--- config.mk ---
export PLATFORM = sky130hd
export DESIGN_NAME = imm_gen_pipe
export DESIGN_NICKNAME = d
export VERILOG_FILES = /design/src/rtl/imm_gen_pipe.sv
export SDC_FILE = /design/constraint.sdc
export NUM_CORES = 1
export LEC_CHECK = 0
export BUFFER_PORTS_ARGS = -buffer_cell sky130_fd_sc_hd__buf_2
export CAP_MARGIN = 20
export CORE_AREA = 8 8 137 107
export CTS_BUF_LIST = sky130_fd_sc_hd__clkbuf_8
export CTS_CLUSTER_DIAMETER = 40
export DETAILED_ROUTE_END_ITERATION = 12
export DIE_AREA = 0 0 145 115
export GPL_TIMING_DRIVEN = 0
export PLACE_DENSITY_LB_ADDON = 0.2
export SETUP_SLACK_MARGIN = 0.15
export SYNTH_ARGS = -nofsm -noshare
export SYNTH_HDL_FRONTEND = slang
export SYNTH_SLANG_ARGS = --single-unit
--- constraint.sdc ---
create_clock -name clk -period 1.4 [get_ports clk]
set_input_delay 0.28 -clock clk [delete_from_list [all_inputs] [get_ports clk]]
set_output_delay 0.28 -clock clk [all_outputs]
set_load 0.05 [all_outputs]
--- src/rtl/imm_gen_pipe.sv ---
// RV32 immediate generator behind a two-entry skid buffer (main + skid register).
// Immediates are decoded at the input transfer; outputs come only from the main register.
module imm_gen_pipe #(
    parameter int XLEN  = 32,
    parameter int TAG_W = 5
) (
    input  logic             clk,
    input  logic             rst_n,
    input  logic             in_valid,
    output logic             in_ready,
    input  logic [31:0]      in_instr,
    input  logic [2:0]       in_extop,
    input  logic [TAG_W-1:0] in_tag,
    output logic             out_valid,
    input  logic             out_ready,
    output logic [XLEN-1:0]  out_imm,
    output logic [TAG_W-1:0] out_tag,
    output logic             out_err,
    output logic [1:0]       dbg_state
);

    // Handshake: a transfer happens on a cycle where valid and ready are both 1;
    // in_ready and out_valid are register outputs, so neither depends on the
    // same-cycle value of any input.

    typedef enum logic [1:0] {
        EMPTY = 2'd0,
        ONE   = 2'd1,
        FULL  = 2'd2
    } state_t;

    state_t state, state_n;

    logic             ready_q, valid_q;
    logic [XLEN-1:0]  main_imm, skid_imm, imm_c;
    logic [TAG_W-1:0] main_tag, skid_tag;
    logic             main_err, skid_err, err_c;
    logic             in_fire, out_fire;
    logic             load_main, load_skid, pop_skid;

    // Replication count stays >= 1 for XLEN=32, so no zero-width concatenation.
    function automatic logic [XLEN-1:0] sext32(input logic [31:0] v);
        return {{(XLEN - 31){v[31]}}, v[30:0]};
    endfunction

    function automatic logic [XLEN-1:0] zext6(input logic [5:0] v);
        return {{(XLEN - 6){1'b0}}, v};
    endfunction

    always_comb begin
        imm_c = '0;
        err_c = 1'b0;
        case (in_extop)
            3'd0: imm_c = sext32({{20{in_instr[31]}}, in_instr[31:20]});
            3'd1: imm_c = sext32({in_instr[31:12], 12'b0});
            3'd2: imm_c = sext32({{20{in_instr[31]}}, in_instr[31:25], in_instr[11:7]});
            3'd3: imm_c = sext32({{19{in_instr[31]}}, in_instr[31], in_instr[7],
                                  in_instr[30:25], in_instr[11:8], 1'b0});
            3'd4: imm_c = sext32({{11{in_instr[31]}}, in_instr[31], in_instr[19:12],
                                  in_instr[20], in_instr[30:21], 1'b0});
            3'd5: imm_c = zext6({1'b0, in_instr[19:15]});
            3'd6: imm_c = (XLEN == 64) ? zext6(in_instr[25:20])
                                       : zext6({1'b0, in_instr[24:20]});
            default: err_c = 1'b1;
        endcase
    end

    assign in_fire  = in_valid & ready_q;
    assign out_fire = valid_q & out_ready;

    always_comb begin
        state_n   = state;
        load_main = 1'b0;
        load_skid = 1'b0;
        pop_skid  = 1'b0;
        case (state)
            EMPTY: begin
                if (in_fire) begin
                    state_n   = ONE;
                    load_main = 1'b1;
                end
            end
            ONE: begin
                if (in_fire && out_fire) begin
                    load_main = 1'b1;
                end else if (in_fire) begin
                    state_n   = FULL;
                    load_skid = 1'b1;
                end else if (out_fire) begin
                    state_n = EMPTY;
                end
            end
            FULL: begin
                if (out_fire) begin
                    state_n  = ONE;
                    pop_skid = 1'b1;
                end
            end
            default: state_n = EMPTY;
        endcase
    end

    always_ff @(posedge clk or negedge rst_n) begin
        if (!rst_n) begin
            state    <= EMPTY;
            ready_q  <= 1'b1;
            valid_q  <= 1'b0;
            main_imm <= '0;
            main_tag <= '0;
            main_err <= 1'b0;
            skid_imm <= '0;
            skid_tag <= '0;
            skid_err <= 1'b0;
        end else begin
            state   <= state_n;
            ready_q <= (state_n != FULL);
            valid_q <= (state_n != EMPTY);
            if (load_main) begin
                main_imm <= imm_c;
                main_tag <= in_tag;
                main_err <= err_c;
            end else if (pop_skid) begin
                main_imm <= skid_imm;
                main_tag <= skid_tag;
                main_err <= skid_err;
            end
            if (load_skid) begin
                skid_imm <= imm_c;
                skid_tag <= in_tag;
                skid_err <= err_c;
            end
        end
    end

    assign in_ready  = ready_q;
    assign out_valid = valid_q;
    assign out_imm   = main_imm;
    assign out_tag   = main_tag;
    assign out_err   = main_err;
    assign dbg_state = state;

endmodule
==> flow_summary.toml <==
[grt]
grt_pass1_wl_mm = 18.5
antenna_found_initial = 0
grt_max_degree = 71
first_global_vias = 3266
grt_usage_pct = 14.1
overflow = 0

[place]
dp_hpwl_mm = 7.95
pre_cts_ws_ps = -201
port_buffers = 75
gp_congestion = 0.776
dp_cells = 589

[routing]
ant_nets = 0
wl_per_cell_um = 19.3
drt_iter0_markers = 210
drt-total-wl_mm = 12.3
dr.pass1.iters = 5
drc = 0
vias_per_cell = 5.03
num_vias = 3187

[clock_tree]
cts_max_path_buffers = 2
clkTransAtPathRegs_ps = 80
cts_max_level = 3
cts.sinks = 80
cts_root_buf = "clkbuf_8"
numCtsBuffers = 9
insertion_delay_ps = 360
cts_tree = "yes"

[timing]
fin_crit_sh_pct = 117
max_freq_mhz = 610
finalHoldViolations = 0
setup_violations = 79
relSlewSlack_pct = 61.9
fin_crit_ps = 1640
worstMarginPinSlew_ps = 569
fin_skew_ps = 9.74
timing.setup.tns_ps = -11740
setup_slack_ps = -241
drv_slew = 0
rsz0062_at_grt = "true"

[worst_hold_path]
worstHoldPathCells = 3
min_path_type = "in2reg"
hp-start = "in_tag[0]"
whs_endpoint = "out_tag[0]$_DFFE_PN0P_"

[setup_path]
crit_family = "compound AO/OA/AOI/OAI gates"
cp.required_ps = 1650
crit_arrival_ps = 1890
worst_setup_path_end_kind = "flop"
crit_fanout = 5
rr_worst_depth = 4
worstReg2RegStart = "in_ready$_DFF_PN1_"
cp_slowest_stage_delay_ps = 650
critPathSlowestCell = "dfstp_4"
criticalPathCategory = "reg2reg"
r2r_end = "out_imm[31]$_DFFE_PN0P_"
worst-path-buf-inv = 1
cp_cell_sequence = "nand2_4, o32a_4, buf_4, a221o_1"
r2r_slack_ps = -240
start_kind = "flop"

[cells_and_area]
instances_no_fill = 634
final_layout_size_suffix_gt1_share_pct = 52.7
n_antenna_cell = 0
multi_input_area_sq_mm = 0.00181
fill_cells = 1165
nets = 504
register_area_sq_mm = 0.00201
area_delta_synth_final_pct = 52.8

[synthesis]
synth_async_sr_flop_share_pct = 100
synth_edf_count = 0
synth_cell_types = 40
synth_seq_cells = 80
postSynthCellCount = 342
yosysSeqAreaShare_pct = 54.9
syn_nets = 386
avgSynthCellArea_sq_um = 10.7
yosysWarningCount = 0
syn_area_sq_mm = 0.00365
ys.flop_type = "dfrtp_1"

[power_and_ir_drop]
power_switching_mw = 6.24
switching_share_pct = 45.5
sequentialPowerShare_pct = 31.7
intPower_mw = 7.47
total_power_mw = 13.7
p_per_area_mw_per_mm2 = 2460
p_comb_share_pct = 57.8
power_frac_clock_pct = 10.5
peakVddDrop_v = 0.000968
leakage_nw = 2.52

[run_status]
status = "finished, violations left"
violations = "setup timing"

[die]
start_util_pct = 29.1
die_x_um = 145
rows = 36
num_io_pins = 86
die_h_um = 115
core_area_sq_mm = 0.0126
dieArea_sq_mm = 0.0167

[job]
cap_violations = 0
[cell type report]
type,count,area share (%)
plain buffers,27,6.10
clock buffers,9,2.22
clock inverters,5,0.381
inverters,2,0.135
multi-input cells,233,32.4
flip-flops and latches,80,36.0
well taps,171,3.83
repair buffers,107,18.9
[registers in the layout, indices dropped and copies added (netlist names)]
name / flops
out_valid: 1
skid_tag: 5
skid_imm: 32
skid_err: 1
out_tag: 5
out_err: 1
in_ready: 1
out_imm: 32
dbg_state: 2
[layer usage]
layer | vias up | wire (um) | part of all wire [%] | track usage, %
li1 | 1494 | - | - | -
met1 | 1600 | 5830 | 48 | 19.3
met2 | 84 | 5590 | 46 | 21.4
met3 | 9 | 736 | 6.0 | 4.48
met4 | 0 | 92 | 0.75 | 3.14
met5 | - | 0 | 0 | 0
[placed cells by master (no fill, tap or decap), drive strengths merged, types with 2 or more instances in the layout]
cell and count:
nand2 65, nand2b 2, mux2 7, o211ai 6
a211oi 5, nor2b 7, and2b 3, a22oi 26
a22o 2, a21oi 15, clkbuf 15, clkinv 2
a31oi 12, a32o 5, a221oi 4, dfrtp 79
o21ai 54, a21o 2, buf 127, nor2 6
inv 5
[stage by stage]
step	cell area [sq um]	hold slack [ps]	utilization, %
floorplan	3730	-15.6	-
global placement	4320	454	34.4
detailed placement	4350	135	34.6
CTS	4910	134	39.1
global route	5580	143	44.4
finish	5580	142	44.4
[worst max-delay path by stage]
stage | startpoint | to | cells past startpoint
after floorplan | in_ready$_DFF_PN1_ | out_imm[1]$_DFFE_PN0P_ | 5
after global placement | rst_n | dbg_state[1]$_DFF_PN0_ | 1
after detailed placement | in_ready$_DFF_PN1_ | out_imm[13]$_DFFE_PN0P_ | 5
after CTS | in_ready$_DFF_PN1_ | out_imm[2]$_DFFE_PN0P_ | 5
after global routing | in_ready$_DFF_PN1_ | out_imm[31]$_DFFE_PN0P_ | 4
final | in_ready$_DFF_PN1_ | out_imm[31]$_DFFE_PN0P_ | 4
[worst reg2reg max path: stages (launching register included)]
cell and delay, ps:
dfstp_4 650, nand2_4 60, o32a_4 360, buf_4 160, a221o_1 300
[kinds of logic (layout without fill, tap and decap cells)]
logic type | count (synthesis) | in the layout | synth area share, %
DFF | 80 | 80 | 54.9
AOI/OAI and AO/OA | 136 | 136 | 24.9
xor gates and xnor gates | 1 | 1 | 0.240
and+or+nand+nor | 89 | 89 | 12.0
buffers and inverters | 29 | 150 | 5.83
muxes | 7 | 7 | 2.16
[synth_stat cells (5+ instances only)]
master,number,area (sq um)
dfrtp_1,79,1980
nand2_1,64,240
o21ai_0,33,165
a22oi_1,26,195
o21ai_1,21,105
a21oi_1,14,70.1
a31oi_1,12,75.1
buf_2,12,60.1
buf_6,10,113
mux2_2,7,78.8
nor2b_1,6,37.5
o211ai_1,6,45.0
a211oi_1,5,37.5
a32o_1,5,50.1
nor2_1,5,18.8
[timing repair]
action | in CTS | in global routing
buffers inserted | 12 | 10
gates resized for setup | 76 | 119
hold buffers | 1 | 0
pin swaps | 12 | 21
hold endpoints to repair | 10 | 0
cloned | 2 | 6
endpoints found under the setup margin | 120 | 108
[power by group through the flow]
stage               Sequential (mW)  Combinational, mW  Clock (mW)
floorplan                      5.98               2.19           0
global placement               4.04               5.53           0
detailed placement             4.09               5.60           0
CTS                            4.10               6.60        1.46
global route                   4.49               8.40        1.56
finish                         4.35               7.93        1.44
No activity file was read; power rests on OpenSTA's default activity.
